`src/rtl/ex_muldiv_if.sv`:
```
// rtl/ex_muldiv_if.sv - EX-stage multiply/divide unit bus (request, HI/LO write, status)
interface ex_muldiv_if;
  logic        Start;
  logic [1:0]  Op;
  logic [31:0] A;
  logic [31:0] B;
  logic        Flush;
  logic        MtHi;
  logic        MtLo;
  logic [31:0] MtData;
  logic        Busy;
  logic        Done;
  logic [31:0] Hi;
  logic [31:0] Lo;

  modport master (
    output Start, Op, A, B, Flush, MtHi, MtLo, MtData,
    input  Busy, Done, Hi, Lo
  );

  modport slave (
    input  Start, Op, A, B, Flush, MtHi, MtLo, MtData,
    output Busy, Done, Hi, Lo
  );
endinterface

```
`src/rtl/ex_muldiv.sv`:
```
// rtl/ex_muldiv.sv - iterative MULT/MULTU (and DIV/DIVU when MULDIV_DIV_EN is defined) with HI/LO
module ex_muldiv (
  input  logic         Clk,
  input  logic         Reset,
  ex_muldiv_if.slave   bus
);

  localparam logic [1:0] S_IDLE = 2'd0;
  localparam logic [1:0] S_MUL  = 2'd1;
`ifdef MULDIV_DIV_EN
  localparam logic [1:0] S_DIV  = 2'd2;
`endif
  localparam logic [1:0] S_DONE = 2'd3;

  logic [1:0]  r_state;
  logic [5:0]  r_cnt;
  // Multiplicand for MULT, divisor for DIV (always a magnitude).
  logic [31:0] r_a;
  // Low half starts as multiplier / dividend magnitude, high half is the
  // running partial product / partial remainder.
  logic [63:0] r_acc;
  logic        r_neg;
  logic [31:0] r_hi;
  logic [31:0] r_lo;
`ifdef MULDIV_DIV_EN
  logic        r_neg_rem;
`endif

  logic        w_open;
  logic        w_op_ok;
  logic        w_accept;
  logic        w_last;
  logic        w_signed;
  logic        w_a_neg;
  logic        w_b_neg;
  logic [31:0] w_abs_a;
  logic [31:0] w_abs_b;
  logic [32:0] w_mul_sum;
  logic [63:0] w_mul_next;
  logic [63:0] w_mul_res;

  assign w_open   = (r_state == S_IDLE) || (r_state == S_DONE);
`ifdef MULDIV_DIV_EN
  assign w_op_ok  = 1'b1;
`else
  // Without the divider a DIV/DIVU request is simply not taken.
  assign w_op_ok  = ~bus.Op[1];
`endif
  assign w_accept = w_open & bus.Start & ~bus.Flush & w_op_ok;
  assign w_last   = (r_cnt == 6'd31);

  assign w_signed = ~bus.Op[0];
  assign w_a_neg  = w_signed & bus.A[31];
  assign w_b_neg  = w_signed & bus.B[31];
  assign w_abs_a  = w_a_neg ? (32'd0 - bus.A) : bus.A;
  assign w_abs_b  = w_b_neg ? (32'd0 - bus.B) : bus.B;

  // Shift-add step: conditionally add multiplicand to the top half, then shift right.
  assign w_mul_sum  = {1'b0, r_acc[63:32]} + (r_acc[0] ? {1'b0, r_a} : 33'd0);
  assign w_mul_next = {w_mul_sum, r_acc[31:1]};
  assign w_mul_res  = r_neg ? (64'd0 - w_mul_next) : w_mul_next;

`ifdef MULDIV_DIV_EN
  logic [32:0] w_rem_sh;
  logic        w_ge;
  logic [31:0] w_diff;
  logic [63:0] w_div_next;
  logic [31:0] w_quo;
  logic [31:0] w_rem;

  // Restoring step: shift in next dividend bit, subtract divisor if it fits.
  // A zero divisor always "fits", giving all-ones quotient and remainder = dividend.
  assign w_rem_sh   = r_acc[63:31];
  assign w_ge       = (w_rem_sh >= {1'b0, r_a});
  assign w_diff     = w_rem_sh[31:0] - r_a;
  assign w_div_next = {(w_ge ? w_diff : w_rem_sh[31:0]), r_acc[30:0], w_ge};
  assign w_quo      = w_div_next[31:0];
  assign w_rem      = w_div_next[63:32];

  assign bus.Busy = (r_state == S_MUL) || (r_state == S_DIV);
`else
  assign bus.Busy = (r_state == S_MUL);
`endif
  assign bus.Done = (r_state == S_DONE);
  assign bus.Hi   = r_hi;
  assign bus.Lo   = r_lo;

  // Control FSM and iteration counter.
  always_ff @(posedge Clk or posedge Reset) begin
    if (Reset) begin
      r_state <= S_IDLE;
      r_cnt   <= 6'd0;
    end else begin
      case (r_state)
        S_IDLE, S_DONE: begin
          r_cnt <= 6'd0;
          if (w_accept) begin
`ifdef MULDIV_DIV_EN
            r_state <= bus.Op[1] ? S_DIV : S_MUL;
`else
            r_state <= S_MUL;
`endif
          end else begin
            r_state <= S_IDLE;
          end
        end
`ifdef MULDIV_DIV_EN
        S_MUL, S_DIV: begin
`else
        S_MUL: begin
`endif
          if (bus.Flush) begin
            r_state <= S_IDLE;
            r_cnt   <= 6'd0;
          end else if (w_last) begin
            r_state <= S_DONE;
            r_cnt   <= 6'd0;
          end else begin
            r_cnt   <= r_cnt + 6'd1;
          end
        end
        default: begin
          r_state <= S_IDLE;
          r_cnt   <= 6'd0;
        end
      endcase
    end
  end

  // Operand latch, iteration datapath and architectural HI/LO.
  always_ff @(posedge Clk or posedge Reset) begin
    if (Reset) begin
      r_a       <= 32'd0;
      r_acc     <= 64'd0;
      r_neg     <= 1'b0;
      r_hi      <= 32'd0;
      r_lo      <= 32'd0;
`ifdef MULDIV_DIV_EN
      r_neg_rem <= 1'b0;
`endif
    end else if (w_accept) begin
`ifdef MULDIV_DIV_EN
      r_a       <= bus.Op[1] ? w_abs_b : w_abs_a;
      r_acc     <= {32'd0, (bus.Op[1] ? w_abs_a : w_abs_b)};
      // Divide-by-zero keeps the all-ones quotient unnegated.
      r_neg     <= (w_a_neg ^ w_b_neg) & ~(bus.Op[1] & (bus.B == 32'd0));
      r_neg_rem <= w_a_neg;
`else
      r_a       <= w_abs_a;
      r_acc     <= {32'd0, w_abs_b};
      r_neg     <= w_a_neg ^ w_b_neg;
`endif
    end else if ((r_state == S_MUL) && !bus.Flush) begin
      r_acc <= w_mul_next;
      if (w_last) begin
        r_hi <= w_mul_res[63:32];
        r_lo <= w_mul_res[31:0];
      end
`ifdef MULDIV_DIV_EN
    end else if ((r_state == S_DIV) && !bus.Flush) begin
      r_acc <= w_div_next;
      if (w_last) begin
        r_lo <= r_neg ? (32'd0 - w_quo) : w_quo;
        r_hi <= r_neg_rem ? (32'd0 - w_rem) : w_rem;
      end
`endif
    end else if (w_open) begin
      if (bus.MtHi) r_hi <= bus.MtData;
      if (bus.MtLo) r_lo <= bus.MtData;
    end
  end

endmodule
```
`src/flat_wrapper.sv`:
```
// flat-port wrapper written by rule: the top's interface ports become plain ports
module ex_muldiv_flat 
  (Clk, Reset, bus_Start, bus_Op, bus_A, bus_B, bus_Flush, bus_MtHi, bus_MtLo, bus_MtData, bus_Busy, bus_Done, bus_Hi, bus_Lo);
  ex_muldiv_if bus_i ();
  input  logic Clk;
  input  logic Reset;
  input wire logic [$bits(bus_i.Start)-1:0] bus_Start;
  input wire logic [$bits(bus_i.Op)-1:0] bus_Op;
  input wire logic [$bits(bus_i.A)-1:0] bus_A;
  input wire logic [$bits(bus_i.B)-1:0] bus_B;
  input wire logic [$bits(bus_i.Flush)-1:0] bus_Flush;
  input wire logic [$bits(bus_i.MtHi)-1:0] bus_MtHi;
  input wire logic [$bits(bus_i.MtLo)-1:0] bus_MtLo;
  input wire logic [$bits(bus_i.MtData)-1:0] bus_MtData;
  output wire logic [$bits(bus_i.Busy)-1:0] bus_Busy;
  output wire logic [$bits(bus_i.Done)-1:0] bus_Done;
  output wire logic [$bits(bus_i.Hi)-1:0] bus_Hi;
  output wire logic [$bits(bus_i.Lo)-1:0] bus_Lo;
  assign bus_i.Start = bus_Start;
  assign bus_i.Op = bus_Op;
  assign bus_i.A = bus_A;
  assign bus_i.B = bus_B;
  assign bus_i.Flush = bus_Flush;
  assign bus_i.MtHi = bus_MtHi;
  assign bus_i.MtLo = bus_MtLo;
  assign bus_i.MtData = bus_MtData;
  assign bus_Busy = bus_i.Busy;
  assign bus_Done = bus_i.Done;
  assign bus_Hi = bus_i.Hi;
  assign bus_Lo = bus_i.Lo;
  ex_muldiv u_core (.Clk(Clk), .Reset(Reset), .bus(bus_i));
endmodule
```
`config.mk`:
```
export PLATFORM = sky130hd
export DESIGN_NAME = ex_muldiv_flat
export DESIGN_NICKNAME = d
export VERILOG_FILES = /design/src/rtl/ex_muldiv_if.sv /design/src/rtl/ex_muldiv.sv /design/src/flat_wrapper.sv
export SDC_FILE = /design/constraint.sdc
export NUM_CORES = 1
export LEC_CHECK = 0
export ABC_AREA = 1
export BUFFER_PORTS_ARGS = -buffer_cell sky130_fd_sc_hd__buf_2
export CAP_MARGIN = 20
export CELL_PAD_IN_SITES_DETAIL_PLACEMENT = 1
export CELL_PAD_IN_SITES_GLOBAL_PLACEMENT = 2
export CORE_ASPECT_RATIO = 0.75
export CORE_MARGIN = 3
export CORE_UTILIZATION = 25
export CTS_BUF_LIST = sky130_fd_sc_hd__clkbuf_4 sky130_fd_sc_hd__clkbuf_8
export DETAILED_ROUTE_END_ITERATION = 16
export PLACE_DENSITY = 0.74
export SLEW_MARGIN = 20
export SYNTH_ARGS = -nofsm -noshare
export SYNTH_HDL_FRONTEND = slang
export SYNTH_SLANG_ARGS = --single-unit
```
`constraint.sdc`:
```
create_clock -name Clk -period 4.35 [get_ports Clk]
set_clock_uncertainty 0.1 [all_clocks]
set_input_delay 0 -clock Clk [delete_from_list [all_inputs] [get_ports Clk]]
set_output_delay 0 -clock Clk [all_outputs]
set_load 0.03 [all_outputs]
```
# Word level (Yosys, flattened, before mapping)
# Index checks and enable logic that the tools add are counted.
[classes]
addsub = 5
n_eq_ne = 5
muxes = 21
n_bitwise = 10
reduce_logical = 11
[op_table]
columns = ["operator", "count"]
rows = [
  ["$mux 32", 11],
  ["$mux 64", 3],
  ["$sub 1x32->32 const A", 2],
  ["$sub 1x64->64 const A", 1],
  ["$add 32x33->33", 1],
  ["$mux 6", 3],
  ["$reduce_and 4->1", 2],
  ["$reduce_bool 2->1", 4],
  ["$add 6x1->6 const B", 1],
  ["$eq 6x5->1 const B", 1],
  ["$and 1x1->1", 5],
  ["$mux 2", 2],
  ["$not 1->1", 4],
  ["$pmux 2 s2", 1],
  ["$ne 3x2->1 const B", 1],
  ["$eq 2x1->1 const B", 1],
  ["$eq 2x2->1 const B", 1],
  ["$logic_not 2->1", 1],
  ["$ne 2x1->1 const B", 1],
  ["$reduce_or 2->1", 1],
  ["$logic_and 1x1->1", 1],
  ["$logic_not 1->1", 1],
  ["$logic_or 1x1->1", 1],
  ["$mux 1", 1],
  ["$xor 1x1->1", 1],
]
[word_totals]
register_bits = 169
in_bits = 104
out_inout_bits = 66

# Logic depth before layout (Yosys ltp)
# Gate-level depths: netlist (run 1).
[depth]
ltp_word = 7
ltp_mapped = 25
depth_no_buf = 23

# Least setup slack after synthesis (run 1)
# Ideal clock, no wire load.
[synth_path]
path_kind = "register -> register"
startpoint = "register u_core.r_acc[0]"
endpoint = "register u_core.r_hi[29], in the netlist u_core.bus.Hi[29]"
arrival_ps = 2893
required_time_ps = 4172
setup_slack_ps = 1280
path_stages_with_launch = 21
synth_period_minus_slack_ps = 3070
cell_sequence = "dfrtp_1 > clkbuf_1 > clkbuf_1 > nand2_1 > inv_1 > ha_1 > fa_1 > or2_1 > nand2_1 > nand3_1 > nor2_2 > nand2_1 > nor2_2 > nand3_1 > nor2_2 > nand2_2 > nand2_4 > nand3_1 > nand2_1 > nand3_1 > a21boi_1"
[synth_via]
elab_chain_len = 6
[synth_lines]
columns = ["item", "line_no", "text"]
rows = [
  ["from (decl)", "ex_muldiv.sv:21", "logic [63:0] r_acc;"],
  ["from (signal assigned)", "ex_muldiv.sv:150", "r_acc <= {32'd0, w_abs_b};"],
  ["from (signal assigned)", "ex_muldiv.sv:154", "r_acc <= w_mul_next;"],
  ["$mux 32 (*)", "ex_muldiv.sv:59", "assign w_mul_sum = {1'b0, r_acc[63:32]} + (r_acc[0] ? {1'b0, r_a} : 33'd0);"],
  ["$add 32x33->33 (*)", "ex_muldiv.sv:59", ""],
  ["$sub 1x64->64", "ex_muldiv.sv:61", "assign w_mul_res = r_neg ? (64'd0 - w_mul_next) : w_mul_next;"],
  ["$mux 64 (*)", "ex_muldiv.sv:61", ""],
  ["$mux 32 (*)", "ex_muldiv.sv:155", "if (w_last) begin"],
  ["$mux 32 (*)", "ex_muldiv.sv:153", "end else if ((r_state == S_MUL) && !bus.Flush) begin"],
  ["to (signal assigned)", "ex_muldiv.sv:156", "r_hi <= w_mul_res[63:32];"],
  ["to (signal assigned)", "ex_muldiv.sv:168", "if (bus.MtHi) r_hi <= bus.MtData;"],
  ["to (decl)", "ex_muldiv.sv:23", "logic [31:0] r_hi;"],
]
# Mark *: on every way between the ends. The rest lies on a longest branch, timed or not. The select of a mux whose other input is x is not followed.
# A chain may end at the register's enable or synchronous reset.

# Final worst setup path (run 1)
[layout_path]
startpoint = "register u_core.r_acc[0]"
endpoint = "register u_core.r_hi[26], in the netlist u_core.bus.Hi[26]"
# The elaborated chain is that of the path after synthesis.

==> metrics.md, run 1 <==
| Metric | Value |
|---|---|
| Mapped Area | ~14000 µm² |
| I/O Pins | 170 |
| Period minus WS final | 3.956 ns |
| Yosys cell types | 54 |
| Synthesis Warnings | 0 |
| Syn Area/Cell | 6.379 µm² |
| Share of the synthesized area in the top cell type | a little under a third |
| RSZ-0062 raised after global routing | false |
| Area contributors post-synth | dfrtp_1 31%, nand2_1 18%, inv_1 7.9% |
| Post-Syn Instances | 2124 |
| Total GRT Usage | 21.22% |
| Skew-Pair Late Insertion Delay | 0.53 ns |
| FMAX | between 200 and 300 MHz |
| Worst hold path class | in -> reg |
| Worst vdd ir | 347.1 µV |
| Rel. slew slack | 16.73% |
| Seq cells post-synth | 169 |
| Clk sinks | between 150 and 200 |
| Post-Route WL | 60380 µm |
| Tot Pwr | 10.79 mW |
| Lkg Pwr | 8.567 nW |
| Status | finished clean |
| Inst Count DP | approximately 3000 |
| DP HPWL | 46950 µm |
| Layout cell share with drive strength beyond 1 | 13.41% |
| Initial Util | 25.44% |
| Register area share after synthesis | 31.22% |
| Crit share post-route | 90.95% |
| Routability congestion estimate | 0.8899 |
| Count of pins over their slew limit | 0 |
| Final Util | 32.04% |
| Clock slew at reported path FFs | approximately 0.11 ns |
| # setup viols final | 0 |
| Final setup TNS | 0 ns |
| Antenna Nets Post-Route | 0 |
| Drt drc | 0 |
| Total number of vias | about 15000 |
| CTS H-tree lvls | 4 |
| Critical-path maximum fanout | 18 |
| CTS tree | yes |
| Total Die Area | 57050 µm² |
| Worst-Margin Slew | 1.218 ns |
| Antenna violations before repair | 1 |
| Filler cells | 6841 |
| Hold Slack | 0.1790 ns |
| First-pass GRT wire length | 93720 µm |
| Layout overhead on the synthesized area | 25.95% |
| NumNets Final | 2554 |
| DRT iter0 DRCs | 845 |
| Vias in the first global route | 16050 |
| Grt total ovfl | 0 |
| Clk network pwr share | between 10% and 20% |
| Power density over the cells | approximately 630 nW/µm² |
| Internal | approximately 4.8 mW |
| Synth top cells by count | 653 x nand2_1, 286 x inv_1, 204 x nor2_1 |
| DR vias/cell | 4.910 |
| Max Cap Viol | 0 |
| Pin count of the biggest net entering global routing | 93 |
| Worst path required time | 4.70 ns |
| IO Port Bufs | 169 |
| Post-synth EDFFs | 0 |
| Inserted Clock Buffers | 17 |
| Gate power share | 61.3% |
| Die height | 207.6 µm |
| Core ar. | 53250 µm² |
| Critical Path AT | approximately 4.3 ns |
| Longest Clk Path Bufs | 2 |
| Root Buffer | clkbuf_8 |
| Chip width | 274.8 µm |
| Most numerous cell in the Yosys netlist | nand2_1 |
| Async SR Flop Fraction | between 90% and 100% |
| Finished Layout Cells | approximately 3100 |
| CP Launch Type | flop |
| DRT Pass-1 Iters | 5 |
| Sw frac | 55.76% |
| Synth Flop Type | dfrtp_1 |
| Synth Net Count | 2268 |
| Row cnt | 73 |
| Psw | 6.016 mW |
| Final Hold Fails | 0 |
| WL/cell | around 19 µm |
| Crit. End Element | flop |
| Dominant cell type by area after synthesis | dfrtp_1 |
| Setup CP Type | reg -> reg |
| Seq pwr share | around 28% |
-- placed cells by master, fill, tap and decap left out, drive strengths merged, types with 30 or more instances in the layout --
cell and n:
nand2 685, inv 300, nor2 225, buf 192, nand3 187, dfrtp 169, o21ai 150, dlygate4sd3 143
a21oi 56, ha 39, nand4 32, nor3 31, xor2 30
-- worst max-delay path, stage by stage (launching register included) --
cell	delay, ns
dfrtp_2	0.57
buf_4	0.24
nand2_1	0.06
inv_1	0.04
ha_1	0.23
fa_1	0.47
nand3_1	0.13
nand2_1	0.15
nand2_1	0.10
nand2_1	0.15
nor2_1	0.26
nand4_1	0.22
nor2_1	0.25
nand2_2	0.16
nor2_4	0.14
nand3_2	0.12
nand2_2	0.14
nand2_1	0.07
nand2_1	0.07
nand3_1	0.08
a21boi_1	0.15
-- metal layers --
| layer | global-route usage [%] | vias to the layer above | routed length [µm] |
|---|---|---|---|
| li1 | - | 7406 | - |
| met1 | 31.33 | 7615 | 30680 |
| met2 | 32.05 | 328 | 25740 |
| met3 | 3.917 | 50 | 2998 |
| met4 | 4.586 | 0 | 973 |
| met5 | 0 | - | 0 |
-- power by group through the flow --
stage / clock [mW] / combinational [mW] / sequential (mW)
3_3_place_gp: 0 / 6.32 / 2.97
4_1_cts: 1.25 / 6.60 / 2.96
5_1_grt: 1.30 / 7.36 / 3.05
6_report: 1.20 / 6.62 / 2.97
3_5_place_dp: 0 / 6.44 / 2.98
2_1_floorplan: 0 / 3.90 / 3.26
-- cell type report --
| cell class | count | area [µm²] | area share [%] |
|---|---|---|---|
| Multi-Input combinational cell | 1589 | 7959 | 46.64 |
| Antenna cell | 1 | 2.502 | 0.01466 |
| Sequential cell | 169 | 4232 | 24.80 |
| Tap cell | 712 | 890.9 | 5.221 |
| Inverter | 298 | 1122 | 6.577 |
| Timing Repair Buffer | 335 | 2475 | 14.50 |
| Clock buffer | 18 | 247.7 | 1.452 |
| Clock inverter | 14 | 135.1 | 0.7919 |
-- worst paths after layout --
| kind | startpoint | end | slack, ns | cells after the start |
|---|---|---|---|---|
| worst max-delay path | u_core.r_acc[0] | u_core.bus.Hi[26] | 0.39 | 20 |
| worst min-delay path | bus_Start | u_core.r_acc[2] | 0.18 | 5 |
| worst max register to register | u_core.r_acc[0] | u_core.bus.Hi[26] | 0.39 | 20 |
| worst min register to register | u_core.r_cnt[0] | u_core.r_cnt[0] | 0.38 | 1 |
| max in group asynchronous | Reset | u_core.r_neg | 2.54 | 6 |
| min in group asynchronous | Reset | u_core.r_a[13] | 0.45 | 4 |
-- what timing repair did --
item                                    CTS  global route
buffers inserted                          0             1
endpoints found under the setup margin    0             4
gates resized for setup                   0             1
endpoints found under the hold margin   173            12
hold buffers                            142             1
-- flip-flops by register name, indices dropped and copies added, names as in the netlist --
signal          count
u_core.r_neg        1
u_core.r_cnt        6
u_core.bus.Hi      32
u_core.bus.Lo      32
u_core.r_a         32
u_core.r_state      2
u_core.r_acc       64
-- kinds of logic (layout without fill, tap and decap cells) --
| family | count (synthesis) | after routing | share of synthesized area [%] |
|---|---|---|---|
| other cells | 0 | 1 | 0 |
| buf+inv | 366 | 665 | 10.21 |
| compound gates | 307 | 307 | 13.66 |
| xor+xnor | 46 | 46 | 2.974 |
| simple gates | 1196 | 1196 | 38.19 |
| flops | 169 | 169 | 31.22 |
| fa+ha+maj | 40 | 40 | 3.750 |
-- stage by stage --
stage,area [µm²],setup WS (ns)
6_report,17060,0.3938
5_1_grt,17060,0.06406
2_1_floorplan,13550,1.280
3_3_place_gp,15210,0.2269
4_1_cts,17020,0.1671
3_5_place_dp,15220,0.1744
(Power assumes the default switching activity.)
==> inputs of run 2 (changes only) <==
Settings changed: CORE_MARGIN 3 to 2.
==> run 2 against run 1 <==
The flow now finishes with violations (hold timing). Worst setup slack got worse by 0.16 ns. Cell area up 1.0%. First-iteration DRC count up 18%. Sequential share of layout area fell by 0.24 points. Count of clock-buffer cells in the layout down 1. Non-clock buffer count increased by 15. Sequential power barely moved. Via count shrank 0.47%. Critical path depth grew 2.
==> metrics.md, run 2 (synthesis gave the netlist of run 1 again) <==
| Metric | Value |
|---|---|
| Status | finished with violations |
| Violated checks | hold timing |
| Initial Util | around 25% |
| Layout cell share with drive strength beyond 1 | 13.37% |
| Longest Clk Path Bufs | 2 |
| CTS tree | yes |
| Max Cap Viol | 0 |
| Total GRT Usage | 21.27% |
| Reg2reg path depth | 22 |
| Hold Slack | -0.03543 ns |
| Skew-Pair Late Insertion Delay | between 0.5 and 0.6 ns |
| Total Die Area | 56090 µm² |
| Core ar. | approximately 53000 µm² |
| Final instance area | 17240 µm² |
| Antenna violations before repair | 0 |
| Routability congestion estimate | ~0.87 |
| Area after DPL | 15210 µm² |
| Worst hold path class | in -> async |
| DP HPWL | 45860 µm |
| CTS H-tree lvls | 4 |
| IO Port Bufs | 169 |
| Inserted Clock Buffers | 17 |
| I/O Pins | between 150 and 200 |
| Drt drc | 0 |
| Placement Setup Slack | 0.2188 ns |
| Critical Path AT | 4.50 ns |
| Max FFs per register | 64 |
| Worst path required time | ~4.7 ns |
| Layout overhead on the synthesized area | 27.24% |
| Final Hold Fails | 9 |
| Setup CP Type | reg -> reg |
| Post-Route WL | 59320 µm |
| DRT Pass-1 Iters | 6 |
| DR vias/cell | roughly 4.9 |
| Period minus WS final | between 4 and 5 ns |
| Total number of vias | 15330 |
| Final setup TNS | 0 ns |
| Post-route setup slack | 0.2380 ns |
| Final Util | roughly a third |
| Reg with most FFs | u_core.r_acc |
| Grt total ovfl | 0 |
| Lkg Pwr | 8.644 nW |
| Pin count of the biggest net entering global routing | 170 |
| Clock slew at reported path FFs | 0.10 ns |
| Antenna Nets Post-Route | 0 |
| Clk sinks | ~170 |
| First-pass GRT wire length | 91440 µm |
| Count of pins over their slew limit | 0 |
| Antenna cells | 0 |
| Power density over the cells | roughly 630 nW/µm² |
| Worst vdd ir | 440.4 µV |
| Root Buffer | clkbuf_8 |
| RSZ-0062 raised after global routing | false |
| Vias in the first global route | 15590 |
| Reg2reg setup slack | 0.24 ns |
| # setup viols final | 0 |
| Most common cell after layout, fill and taps aside | nand2_1 |
| Rel. slew slack | 35.36% |
| Die height | 205.6 µm |
| Chip width | 272.8 µm |
| NumNets Final | between 2000 and 3000 |
| Crit. End Element | flop |
| FMAX | around 240 MHz |
| R2R Path Start | u_core.r_acc[0] |
| Row cnt | 73 |
| Critical-path maximum fanout | 11 |
| WL/cell | 18.83 µm |
| Most frequent cells in the layout | 653 x nand2_1, 284 x inv_1, 201 x nor2_1 |
| CP Launch Type | flop |
| Crit share post-route | 94.53% |
| Worst-Margin Slew | around 0.95 ns |
| RR Endpoint | u_core.bus.Hi[16] |
| DRT iter0 DRCs | 994 |
-- run 2: changes by cell type in the layout (fill, tap and decap cells not counted), sizes merged --
cell,previous run,this run
buf,192,193
dlygate4sd3,143,157
inv,300,302
diode,1,0
clkinvlp,3,5
clkinv,8,5
clkbuf,18,17
-- run 2: power by group --
| part | leakage, nW | switching (mW) | internal, mW |
|---|---|---|---|
| Clock | 0.187 | 0.751 | 0.472 |
| Sequential | 2.07 | 0.691 | 2.26 |
| Combinational | 6.38 | 4.62 | 2.11 |
-- run 2: layer usage --
metal / vias up / part of all wire (%) / global-route usage [%]
li1: 7443 / - / -
met1: 7508 / 51 / 31.66
met2: 330 / 42 / 31.44
met3: 45 / 5.4 / 3.804
met4: 0 / 1.6 / 5.063
met5: - / 0 / 0
-- run 2: area by class of cell --
type                       instances  area, µm²
fill                            6888      36010
sequential                       169       4234
clock buffer                      17      234.0
tap                              712      890.9
timing repair buffer             350       2643
inverter                         298       1122
clock inverter                    15      156.4
multi-input combinational       1589       7958
-- run 2: worst max path at each step --
stage / from / end / slack [ns] / cells past startpoint
global route: u_core.r_acc[0] / u_core.bus.Hi[16] / 0.0005 / 22
global placement: u_core.r_acc[0] / u_core.bus.Hi[18] / 0.25 / 17
CTS: u_core.r_acc[0] / u_core.bus.Hi[16] / 0.02 / 22
floorplan: u_core.r_acc[0] / u_core.bus.Hi[29] / 1.28 / 20
finish: u_core.r_acc[0] / u_core.bus.Hi[16] / 0.24 / 22
detailed placement: u_core.r_acc[0] / u_core.bus.Hi[18] / 0.22 / 17
-- run 2: critical path, cell delays in order, from the launching register on --
cell and delay (ns):
dfrtp_4 0.50, buf_4 0.18, nand2_1 0.07, inv_1 0.04, ha_1 0.24, fa_1 0.47, nand3_1 0.12, nand2_1 0.15
nand2_1 0.13, nand2_2 0.07, nand2_1 0.06, nand2_1 0.11, nor2_1 0.17, nand2_1 0.14, nor3_4 0.19, nand2_1 0.15
o21ai_2 0.20, or2_2 0.14, nand3_1 0.06, nand2_1 0.08, nand2_1 0.05, nand2_1 0.08, dlygate4sd3_1 0.54
-- run 2: metrics by stage --
stage / cells / power [mW]
floorplan: 2124 / 7.157
global placement: 2958 / 9.263
detailed placement: 2958 / 9.396
CTS: 3147 / 10.87
global route: 3150 / 11.81
finish: 3150 / 10.91
-- run 2: repair_timing --
| action | 4_1_cts | 5_1_grt |
|---|---|---|
| resized for setup | 0 | 3 |
| hold buffers | 157 | 0 |
| hold endpoints to repair | 302 | 0 |
| setup endpoints to repair | 0 | 5 |
| buffers inserted | 0 | 2 |
